File: src/rtl/alu_result_stage.sv
// Execute-stage result register: captures ALU outputs, detects signed add/sub overflow as a trap,
// and buffers results in a 2-entry skid. Optional counters are built when ALU_STAGE_STATS_EN is defined.
module alu_result_stage #(
   parameter int DW = 32,
   parameter int RW = 5
) (
   input  logic          clk,
   input  logic          rst_n,
   input  logic          in_valid,
   output logic          in_ready,
   input  logic [DW-1:0] in_result,
   input  logic          in_zero,
   input  logic          in_a_msb,
   input  logic          in_b_msb,
   input  logic [1:0]    in_ovf_chk,
   input  logic [RW-1:0] in_rd,
   input  logic          in_reg_write,
   input  logic [DW-1:0] in_pc,
   input  logic          flush,
   output logic          out_valid,
   input  logic          out_ready,
   output logic [DW-1:0] out_result,
   output logic          out_zero,
   output logic [RW-1:0] out_rd,
   output logic          out_reg_write,
   output logic          out_exc,
   output logic          ovf_sticky,
   output logic [DW-1:0] ovf_epc,
`ifdef ALU_STAGE_STATS_EN
   output logic [31:0]   stat_ops,
   output logic [31:0]   stat_ovf,
`endif
   input  logic          ovf_clr
);

   typedef struct packed {
      logic [DW-1:0] result;
      logic          zero;
      logic [RW-1:0] rd;
      logic          reg_write;
      logic          exc;
   } entry_t;

   // Overflow from sign bits only; the ALU's own carry-out is not meaningful for signed ops.
   function automatic logic ovf_calc(input logic [1:0] chk, input logic a, input logic b,
                                     input logic r);
      case (chk)
         2'b01:   return (a == b) && (r != a);
         2'b10:   return (a != b) && (r != a);
         default: return 1'b0;
      endcase
   endfunction

   logic   skid_valid;
   entry_t skid_q;
   entry_t in_entry_p0;
   logic   in_exc_p0;
   logic   accept_p0;
   logic   main_le;

   assign in_ready  = ~skid_valid;
   assign in_exc_p0 = ovf_calc(in_ovf_chk, in_a_msb, in_b_msb, in_result[DW-1]);
   assign accept_p0 = in_valid & in_ready & ~flush;
   assign main_le   = ~out_valid | out_ready;

   always_comb begin
      in_entry_p0.result    = in_result;
      in_entry_p0.zero      = in_zero;
      in_entry_p0.rd        = in_rd;
      in_entry_p0.reg_write = in_reg_write & ~in_exc_p0;
      in_entry_p0.exc       = in_exc_p0;
   end

   // Main/skid slots: skid is only occupied while main is also occupied.
   always_ff @(posedge clk or negedge rst_n) begin
      if (!rst_n) begin
         out_valid     <= 1'b0;
         skid_valid    <= 1'b0;
         skid_q        <= '0;
         out_result    <= '0;
         out_zero      <= 1'b0;
         out_rd        <= '0;
         out_reg_write <= 1'b0;
         out_exc       <= 1'b0;
      end else if (flush) begin
         out_valid  <= 1'b0;
         skid_valid <= 1'b0;
      end else if (skid_valid) begin
         if (out_ready) begin
            skid_valid    <= 1'b0;
            out_result    <= skid_q.result;
            out_zero      <= skid_q.zero;
            out_rd        <= skid_q.rd;
            out_reg_write <= skid_q.reg_write;
            out_exc       <= skid_q.exc;
         end
      end else if (accept_p0) begin
         if (main_le) begin
            out_valid     <= 1'b1;
            out_result    <= in_entry_p0.result;
            out_zero      <= in_entry_p0.zero;
            out_rd        <= in_entry_p0.rd;
            out_reg_write <= in_entry_p0.reg_write;
            out_exc       <= in_entry_p0.exc;
         end else begin
            skid_valid <= 1'b1;
            skid_q     <= in_entry_p0;
         end
      end else if (out_ready) begin
         out_valid <= 1'b0;
      end
   end

   always_ff @(posedge clk or negedge rst_n) begin
      if (!rst_n) begin
         ovf_sticky <= 1'b0;
         ovf_epc    <= '0;
      end else begin
         if (accept_p0 && in_exc_p0) ovf_sticky <= 1'b1;
         else if (ovf_clr)           ovf_sticky <= 1'b0;
         if (accept_p0 && in_exc_p0 && !ovf_sticky) ovf_epc <= in_pc;
      end
   end

`ifdef ALU_STAGE_STATS_EN
   // Clear wins over a same-cycle increment.
   always_ff @(posedge clk or negedge rst_n) begin
      if (!rst_n) begin
         stat_ops <= '0;
         stat_ovf <= '0;
      end else if (ovf_clr) begin
         stat_ops <= '0;
         stat_ovf <= '0;
      end else if (accept_p0) begin
         stat_ops <= stat_ops + 32'd1;
         if (in_exc_p0) stat_ovf <= stat_ovf + 32'd1;
      end
   end
`endif

endmodule
File: config.mk
export PLATFORM = sky130hd
export DESIGN_NAME = alu_result_stage
export DESIGN_NICKNAME = d
export VERILOG_FILES = /design/src/rtl/alu_result_stage.sv
export SDC_FILE = /design/constraint.sdc
export NUM_CORES = 1
export LEC_CHECK = 0
export ABC_AREA = 1
export BUFFER_PORTS_ARGS = -buffer_cell sky130_fd_sc_hd__buf_2
export CORE_MARGIN = 2
export CORE_UTILIZATION = 43
export DETAILED_ROUTE_END_ITERATION = 8
export GPL_ROUTABILITY_DRIVEN = 0
export MAX_ROUTING_LAYER = met4
export PLACE_DENSITY = 0.67
export SYNTH_ARGS = -nofsm -noshare
export SYNTH_HDL_FRONTEND = slang
export SYNTH_SLANG_ARGS = --single-unit
File: constraint.sdc
create_clock -name clk -period 4.1 [get_ports clk]
set_clock_uncertainty 0.1 [all_clocks]
set_input_delay 0.615 -clock clk [delete_from_list [all_inputs] [get_ports clk]]
set_output_delay 0.615 -clock clk [all_outputs]
set_load 0.005 [all_outputs]
# Word level (Yosys, flattened, before mapping)
# Index checks and enable logic that the tools add are counted.
# totals
word_cells	76
out_inout_bits	75
inputBits	81
reg_bits	115
# op_classes
mux	33
bitwise_logic	9
eq_ne	8
reduce_logical	12
# ops
cell	count
two-way mux 32 bit	4
two-way mux 1 bit	24
two-way mux 5 bit	4
AND reduction 4 bit	2
nonzero test 2 bit	3
inverter 1 bit	5
logical AND 1 bit	4
!= test 2 bit (second input constant)	2
AND 1 bit	3
!= test 3 x 2 -> 1 bit (second input constant)	1
AND reduction 3 bit	1
nonzero test 3 bit	1
equality test 2 x 1 -> 1 bit (second input constant)	1
equality test 2 bit (second input constant)	1
!= test 1 bit	2
case mux 1 bit (2 select lines)	1
equality test 1 bit	1
zero test 1 bit	1
bitwise OR 1 bit	1

# Logic depth before layout (Yosys ltp)
# Gate-level depths: netlist of the first run.
# depth
word_depth	8
ltp_mapped	11
mapped_depth_nobuf	10

# Least setup slack after synthesis of the first run
# OpenSTA, ideal clock, no wires.
# synth_timing
path_type	in2reg
from	in in_ovf_chk[0]
to	reg ovf_epc[1]
arrival_ns	1.663
setup_slack_ns	2.219
required_time_ns	3.883
setup_time_ns	0.117
n_path_buf	1
cell_stages	9
cell_sequence	inv_1 > ha_1 > a21oi_1 > nand2_1 > nor2_4 > nand3_4 > buf_6 > nand2_1 > nand2_1
# synth_between
elab_chain_len	4
word_cells_on_any_way	5
classes_between	2 x eq/ne; 1 x mux; 2 x reduce/logical
# synth_lines
element	line	source
from (decl)	15	input logic [1:0] in_ovf_chk,
equality test 2 bit / equality test 2 x 1 -> 1 bit (equally long branches)	47	case (chk)
case mux 1 bit (2 select lines) (*)	47	
logical AND 1 bit (*) (2 in series)	121	if (accept_p0 && in_exc_p0 && !ovf_sticky) ovf_epc <= in_pc;
to (signal assigned)	121	
to (decl)	28	output logic [DW-1:0] ovf_epc,
# Mark *: on every way between the ends. The rest lies on a longest branch, timed or not.
# A chain may end at the register's enable or synchronous reset.

# Final worst setup path of the first run
# layout_timing
from	in in_ovf_chk[0]
to	reg ovf_epc[14]
# The elaborated chain is that of the path after synthesis.

==> results of run 1 <==
-- power groups by stage --
stage / Sequential (W) / Combinational (W) / Clock, W
2_1_floorplan: 0.00154 / 0.000271 / 0
3_3_place_gp: 0.00154 / 0.000549 / 0
4_1_cts: 0.00153 / 0.000573 / 0.00166
5_1_grt: 0.00156 / 0.000649 / 0.00172
6_report: 0.00154 / 0.000563 / 0.00163
3_5_place_dp: 0.00155 / 0.000571 / 0
-- area by class of cell --
type                            instances  area, um2
Clock buffer                           19        453
Clock inverter                         13        206
Sequential cell                       115       2880
Fill cell                            1016       4930
Multi-Input combinational cell        365       1780
Timing Repair Buffer                  159        821
Tap cell                              143        179
Inverter                               20       80.1
-- logic make-up after synthesis --
group,after synthesis
compound gates,64
fa+ha+maj,1
buf+inv,54
flops,115
mux,29
simple gates,271
-- synth_stat cells --
cell type,count,share of area (%)
a21oi_1,4,0.41
buf_2,19,1.9
buf_4,4,0.61
buf_6,5,1.1
clkbuf_1,6,0.46
clkinv_1,1,0.076
dfrtp_1,115,58
ha_1,1,0.25
inv_1,15,1.1
inv_2,2,0.15
inv_4,2,0.25
mux2i_1,29,5.9
nand2_1,221,17
nand2_2,1,0.13
nand2_4,1,0.23
nand3_1,4,0.41
nand3_4,2,0.71
nand4_1,32,4.1
nor2_1,7,0.53
nor2_2,2,0.25
nor2_4,1,0.23
o21ai_0,40,4.1
o21ai_1,19,1.9
o22ai_1,1,0.13
-- flip-flops by register name, indices dropped and copies added (netlist names) --
| register | count |
|---|---|
| out_exc | 1 |
| out_rd | 5 |
| ovf_epc | 32 |
| out_result | 32 |
| skid_q | 40 |
| out_valid | 1 |
| ovf_sticky | 1 |
| skid_valid | 1 |
| out_zero | 1 |
| out_reg_write | 1 |
-- through the flow --
step | total power [W] | instance area (um2) | util, % | hold WS (ps) | cells
after floorplan | 0.00181 | 4940 | - | 219 | 534
after global placement | 0.00209 | 5720 | 50.5 | 348 | 801
after detailed placement | 0.00212 | 5720 | 50.5 | 353 | 801
after CTS | 0.00377 | 6370 | 56.3 | 282 | 833
after global routing | 0.00393 | 6390 | 56.5 | 290 | 834
final | 0.00373 | 6390 | 56.5 | 261 | 834
-- worst min path at each step --
| stage | start | endpoint | slack (ps) |
|---|---|---|---|
| 6_report | rst_n | ovf_epc[6]$_DFFE_PN0P_ | 260 |
| 5_1_grt | flush | skid_valid$_DFF_PN0_ | 290 |
| 4_1_cts | flush | skid_valid$_DFF_PN0_ | 280 |
| 3_5_place_dp | ovf_epc[16]$_DFFE_PN0P_ | ovf_epc[16]$_DFFE_PN0P_ | 350 |
| 3_3_place_gp | ovf_epc[16]$_DFFE_PN0P_ | ovf_epc[16]$_DFFE_PN0P_ | 350 |
| 2_1_floorplan | rst_n | out_exc$_DFFE_PN0P_ | 220 |
-- critical path, stage by stage --
cell,delay (ps)
buf_2,70
inv_1,30
ha_1,270
a21oi_1,160
nand2_1,110
nor2_4,580
nand3_4,490
nand2_1,180
nand2_1,80
-- routing by layer --
layer	share of wire (%)	up-vias	wire, um
met2	45	144	5400
met1	47	1958	5580
li1	-	2032	-
met5	0	-	0
met4	1.0	0	122
met3	7.2	15	860
==> flow_summary.json, run 1 <==
{
  "status": "complete, no violations",
  "power_frac_comb_pct": 15.1,
  "postCtsSetupRepairBufs": 0,
  "worst_slack_ps": 1680,
  "die_h_um": 111,
  "clk_latency_ps": 410,
  "intPower_w": 0.00276,
  "synth-compound-area-share_pct": 6.51,
  "r2r-start": "skid_valid$_DFF_PN0_",
  "route.detailed.drc": 0,
  "slew_viol_final": 0,
  "wl_um": 12000,
  "port_buffers": 155,
  "grt_pass1_vias": 4017,
  "antenna_found_initial": 0,
  "crit_arrival_ps": 2600,
  "finalSetupTns_ps": 0,
  "fmax_mhz": 414,
  "via_per_inst": 4.97,
  "wl_per_cell_um": 14.3,
  "ys_types": 24,
  "antenna_left": 0,
  "cts_buffer_depth": 2,
  "drtPass1Iterations": 4,
  "row_count": 39,
  "die_w_um": 111,
  "grt_max_degree": 83,
  "path_clk_slew_ps": 50,
  "synthCells": 534,
  "grtUsageMet2_pct": 31.2,
  "pre_cts_ws_ps": 1270,
  "area_growth_syn_to_layout_pct": 29.5,
  "num_vias": 4149,
  "final-setup-viol-count": 0,
  "powerDensity_nw_per_um2": 584,
  "fin_crit_sh_pct": 58.9,
  "cp-endpoint": "ovf_epc[14]$_DFFE_PN0P_",
  "grt-ovfl-total": 0,
  "hpwl_um": 7840,
  "start_util_pct": 43.6,
  "startpoint": "in_ovf_chk[0]",
  "layout_common_cells": "221 x nand2_1, 154 x buf_2, 114 x dfrtp_1",
  "rr_endpoint": "skid_q[9]$_DFFE_PN0P_",
  "synth-xor-area-share_pct": 0,
  "yosys-mux-area-fraction_pct": 5.88,
  "layout_min_cycle_time_ps": 2420,
  "die_area_um2": 12400,
  "yosys_warnings": 0,
  "ys_ff_latch": 115,
  "grt-busiest-layer": "met2",
  "cts-htree-levels": 4,
  "grt_usage_pct": 20.5,
  "num_antenna_cells": 0,
  "cts_tree": "built",
  "use_met1_pct": 27.0,
  "startpoint_type": "input port",
  "postCtsHoldBufs": 0,
  "syn_avg_cell_area_um2": 9.25,
  "p_switching_w": 0.000973,
  "end_kind": "register",
  "root_buffer": "clkbuf_16",
  "nets": 760,
  "synth_simple_gate_area_share_pct": 23.3,
  "core_area_um2": 11300,
  "critPathKind": "in2reg",
  "ys_seq_area_share_pct": 58.3,
  "synth_fa_ha_area_share_pct": 0.253,
  "final_common_cell": "nand2_1",
  "drive_gt1_share_pct": 29.4,
  "critPathMaxFanout": 34,
  "final-hold-violation-count": 0,
  "seqPwrFrac_pct": 41.1,
  "p_leak_nw": 3.42,
  "drt-initial-drc-count": 322,
  "power.share.clock_pct": 43.8,
  "worst_pin_slew_ps": 1040,
  "worstPathRequired_ps": 4280,
  "reg2reg_slack_ps": 1730,
  "syn_area_um2": 4940,
  "sw_frac_of_total_pct": 26.1,
  "clkSinkCount": 115,
  "grt_setup_unrepaired": "false",
  "syn_nets": 616,
  "use_met3_pct": 6.56,
  "drv_cap": 0,
  "r2r_cells": 7,
  "grt_pass1_wl_um": 19700,
  "ir_drop_mv": 0.249,
  "hold_class": "in2async",
  "io_pins": 156,
  "cts_resized": 0,
  "slew_headroom_pct": 30.5,
  "synth_top_family_by_area": "simple AND/OR/NAND/NOR gates",
  "cts_made_buffers": 17
}
Note: power is estimated with default switching activity, not from simulation.
==> run 2: changes to the inputs <==
==> constraint.sdc (replaced) <==
create_clock -name clk -period 2.3 [get_ports clk]
set_clock_uncertainty 0.1 [all_clocks]
set_input_delay 0.345 -clock clk [delete_from_list [all_inputs] [get_ports clk]]
set_output_delay 0.345 -clock clk [all_outputs]
set_load 0.005 [all_outputs]
==> flow_summary.json, run 2 (synthesis gave the netlist of run 1 again) <==
{
  "status": "complete, no violations",
  "cts-htree-levels": 4,
  "grt_max_degree": 38,
  "drt-initial-drc-count": 371,
  "largest_reg_flops": 40,
  "die_h_um": 111,
  "final-setup-viol-count": 0,
  "die_area_um2": 12400,
  "final_common_cell": "nand2_1",
  "powerDensity_nw_per_um2": 991,
  "grt-ovfl-total": 0,
  "whs_ps": 23.2,
  "nets": 768,
  "num_vias": 4253,
  "layout_common_cells": "221 x nand2_1, 154 x buf_2, 114 x dfrtp_1",
  "critPathKind": "reg2reg",
  "clkSinkCount": 115,
  "start_util_pct": 43.6,
  "port_buffers": 155,
  "cts_made_buffers": 17,
  "root_buffer": "clkbuf_16",
  "layout_min_cycle_time_ps": 1990,
  "wl_per_cell_um": 14.1,
  "slew_headroom_pct": 64.0,
  "route.detailed.drc": 0,
  "end_kind": "register",
  "largestRegisters": "skid_q: 40 flops, out_result: 32 flops, ovf_epc: 32 flops",
  "worstPathRequired_ps": 2480,
  "p_leak_nw": 3.45,
  "clk_latency_ps": 410,
  "grt_usage_pct": 21.1,
  "antenna_left": 0,
  "row_count": 39,
  "pre_cts_ws_ps": 331,
  "cts_tree": "built",
  "drtPass1Iterations": 5,
  "ir_drop_mv": 0.578,
  "final-hold-violation-count": 0,
  "grt_pass1_wl_um": 20400,
  "grt_pass1_vias": 4040,
  "worst_slack_ps": 312,
  "worst_pin_slew_ps": 540,
  "area_growth_syn_to_layout_pct": 29.8,
  "finalSetupTns_ps": 0,
  "antenna_found_initial": 3,
  "via_per_inst": 5.04,
  "cts_buffer_depth": 2,
  "hold_class": "in2reg",
  "io_pins": 156,
  "fmax_mhz": 503,
  "grt_setup_unrepaired": "false",
  "die_w_um": 111,
  "cts_resized": 0,
  "max_flop_register": "skid_q",
  "drive_gt1_share_pct": 29.4,
  "drv_cap": 0,
  "hpwl_um": 8080,
  "core_area_um2": 11300,
  "fin_crit_sh_pct": 86.4,
  "crit_arrival_ps": 2170,
  "path_clk_slew_ps": 50,
  "wl_um": 11900,
  "critPathMaxFanout": 33,
  "startpoint_type": "register",
  "slew_viol_final": 0
}
[run 2: cell types whose count changed in the layout (fill, tap and decap cells not counted), sizes merged, moves of 3 or more]
cell      change
diode         +3
clkinvlp      -5
bufinv        -3
buf           +7
clkbuf        +8
[run 2: per-layer routing]
layer / track usage (%) / wire [um] / part of all wire [%] / up-vias
met5: - / 0 / 0 / -
met4: 7.41 / 163 / 1.4 / 0
met3: 6.89 / 963 / 8.1 / 19
met2: 30.8 / 5390 / 45 / 174
met1: 27.7 / 5400 / 45 / 2008
li1: - / - / - / 2052
[run 2: layout make-up]
class                      instances  area, um2
antenna                            3       7.51
clock inverter                     4       70.1
clock buffer                      27        523
multi-input combinational        365       1780
timing repair buffer             167        896
inverter                          20       80.1
fill                            1014       4910
tap                              143        179
sequential                       115       2880
[run 2: power breakdown]
group / switching, W / internal, W
Sequential: 0.000241 / 0.00248
Combinational: 0.000546 / 0.000477
Clock: 0.000854 / 0.00176
Total: 0.00164 / 0.00472
[run 2: worst paths after layout]
| path | startpoint | slack (ps) | end | cells after the start |
|---|---|---|---|---|
| max in group asynchronous | rst_n | 1130 | ovf_epc[13]$_DFFE_PN0P_ | 3 |
| hold reg to reg | ovf_epc[25]$_DFFE_PN0P_ | 360 | ovf_epc[25]$_DFFE_PN0P_ | 2 |
| setup / recovery | skid_valid$_DFF_PN0_ | 310 | ovf_epc[15]$_DFFE_PN0P_ | 7 |
| min in group asynchronous | rst_n | 350 | ovf_epc[4]$_DFFE_PN0P_ | 2 |
| hold / removal | flush | 20 | skid_valid$_DFF_PN0_ | 2 |
| setup reg to reg | skid_valid$_DFF_PN0_ | 310 | ovf_epc[15]$_DFFE_PN0P_ | 7 |
[run 2: critical path: stages, from the launching register on]
cell and delay, ps:
dfrtp_2 430, inv_4 200, nand3_4 120, inv_4 80, buf_4 320, nand3_4 360
nand2_1 150, nand2_1 80
[run 2: repair_timing]
item | in CTS | in global routing
setup endpoints to repair | 0 | 0
hold endpoints to repair | 33 | 0
hold buffers | 1 | 0
buffers inserted | 0 | 0
[run 2: metrics by stage]
stage	instances	area [um2]	util (%)	total power (W)
floorplan	534	4940	-	0.00323
global placement	809	5800	51.2	0.00373
detailed placement	809	5800	51.2	0.00378
CTS	841	6400	56.6	0.00644
global route	844	6410	56.6	0.00674
finish	844	6410	56.6	0.00636
==> run 3: changes to the inputs <==
--- a/config.mk
+++ b/config.mk
@@ -8,11 +8,11 @@
 export ABC_AREA = 1
 export BUFFER_PORTS_ARGS = -buffer_cell sky130_fd_sc_hd__buf_2
 export CORE_MARGIN = 2
-export CORE_UTILIZATION = 43
+export CORE_UTILIZATION = 51
 export DETAILED_ROUTE_END_ITERATION = 8
 export GPL_ROUTABILITY_DRIVEN = 0
 export MAX_ROUTING_LAYER = met4
-export PLACE_DENSITY = 0.67
+export PLACE_DENSITY = 0.78
 export SYNTH_ARGS = -nofsm -noshare
 export SYNTH_HDL_FRONTEND = slang
 export SYNTH_SLANG_ARGS = --single-unit
==> flow_summary.json, run 3 (synthesis gave the netlist of run 1 again) <==
{
  "status": "complete, no violations",
  "hpwl_um": 7770,
  "worst_slack_ps": 322,
  "end_kind": "register",
  "crit_arrival_ps": 2260,
  "wl_per_cell_um": 14.4,
  "die_w_um": 102,
  "clkSinkCount": 115,
  "crit_path_cell_trace": "dlygate4sd3_1 -> buf_2 -> inv_1 -> nand3_4 -> inv_4 -> buf_4 -> nand3_4 -> nand2_1 -> nand2_1",
  "largestRegisters": "skid_q: 40 flops, out_result: 32 flops, ovf_epc: 32 flops",
  "cts_tree": "built",
  "grt-ovfl-total": 0,
  "slowest_stage": "dlygate4sd3_1",
  "postCtsSetupRepairBufs": 0,
  "grt_setup_unrepaired": "false",
  "drv_cap": 0,
  "grt_pass1_wl_um": 20100,
  "r2r_cells": 7,
  "slew_viol_final": 0,
  "nets": 823,
  "core_area_um2": 9330,
  "grt_usage_pct": 25.7,
  "drive_gt1_share_pct": 27.1,
  "slew_headroom_pct": 63.1,
  "die_area_um2": 10500,
  "regArea_um2": 2880,
  "layout_min_cycle_time_ps": 1980,
  "via_per_inst": 5.06,
  "critical-path-max-stage-delay_ps": 550,
  "start_util_pct": 52.9,
  "layout_common_cells": "221 x nand2_1, 154 x buf_2, 114 x dfrtp_1",
  "path_clk_slew_ps": 50,
  "multi_input_area_um2": 1780,
  "hold_start": "in_pc[31]",
  "cp_top_family": "buffers and inverters",
  "use_met3_pct": 8.21,
  "cts_resized": 0,
  "path_depth": 9,
  "worstPathRequired_ps": 2580,
  "clk_latency_ps": 500,
  "final_common_cell": "nand2_1",
  "r2r-start": "skid_valid$_DFF_PN0_",
  "die_h_um": 102,
  "cts-htree-levels": 4,
  "ir_drop_mv": 0.565,
  "startpoint_type": "input port",
  "final-setup-viol-count": 0,
  "fmax_mhz": 506,
  "drtPass1Iterations": 4,
  "grt-busiest-layer": "met2",
  "grtUsageMet2_pct": 40.7,
  "port_buffers": 155,
  "row_count": 35,
  "antenna_left": 0,
  "startpoint": "flush",
  "antenna_found_initial": 2,
  "p_leak_nw": 3.68,
  "io_pins": 156,
  "fin_crit_sh_pct": 86.0,
  "cts_buffer_depth": 2,
  "max_flop_register": "skid_q",
  "grt_pass1_vias": 4179,
  "critPathMaxFanout": 33,
  "area_growth_syn_to_layout_pct": 41.2,
  "crit_buf_inv": 5,
  "use_met1_pct": 31.9,
  "nFillCells": 663,
  "hold_class": "in2reg",
  "hold_path_depth": 3,
  "pre_cts_ws_ps": 344,
  "grt_max_degree": 80,
  "drt-initial-drc-count": 163,
  "finalSetupTns_ps": 0,
  "cts_made_buffers": 17,
  "powerDensity_nw_per_um2": 940,
  "num_vias": 4470,
  "critPathKind": "in2reg",
  "worst_pin_slew_ps": 553,
  "wl_um": 12700,
  "postCtsHoldBufs": 59,
  "route.detailed.drc": 0,
  "largest_reg_flops": 40,
  "final-hold-violation-count": 0,
  "root_buffer": "clkbuf_8"
}
[run 3: power by group]
group	internal, W	total [W]	switching, W
logic	0.000538	0.00112	0.000579
clock network	0.00183	0.00270	0.000866
registers	0.00248	0.00274	0.000257
[run 3: layer usage]
layer  routed length [um]  part of all wire, %
met5                    0                    0
met2                 6150                   48
met1                 5400                   42
met3                 1020                  8.0
met4                  180                  1.4
[run 3: area by class of cell]
type / instances / share of cell area [%]
clock buffers: 22 / 6.64
diodes: 2 / 0.0718
inverters: 20 / 1.15
clock inverters: 9 / 2.19
repair buffers: 222 / 20.9
well taps: 129 / 2.32
multi-input cells: 365 / 25.5
flip-flops and latches: 115 / 41.3
[run 3: final timing paths]
check                                          endpoint  slack, ps
worst max-delay path            ovf_epc[20]$_DFFE_PN0P_        320
worst min-delay path            ovf_epc[31]$_DFFE_PN0P_         30
worst max register to register  ovf_epc[20]$_DFFE_PN0P_        350
worst min register to register  ovf_epc[18]$_DFFE_PN0P_        370
max in group asynchronous       ovf_epc[17]$_DFFE_PN0P_       1030
min in group asynchronous        ovf_epc[3]$_DFFE_PN0P_        270
[run 3: worst min-delay path, stage by stage]
cell and delay (ps):
buf_2 100, nand4_1 90, nand2_1 50
[run 3: per-stage QoR]
step                      std cells  util (%)  hold WS, ps  instance area (um2)  power [W]
after floorplan                 534         -        -50.6                 4940    0.00323
after global placement          792      61.8          255                 5760    0.00372
after detailed placement        792      61.8          256                 5760    0.00377
after CTS                       882      74.7         2.15                 6970    0.00659
after global routing            884      74.7         8.12                 6970    0.00692
final                           884      74.7         27.3                 6970    0.00655
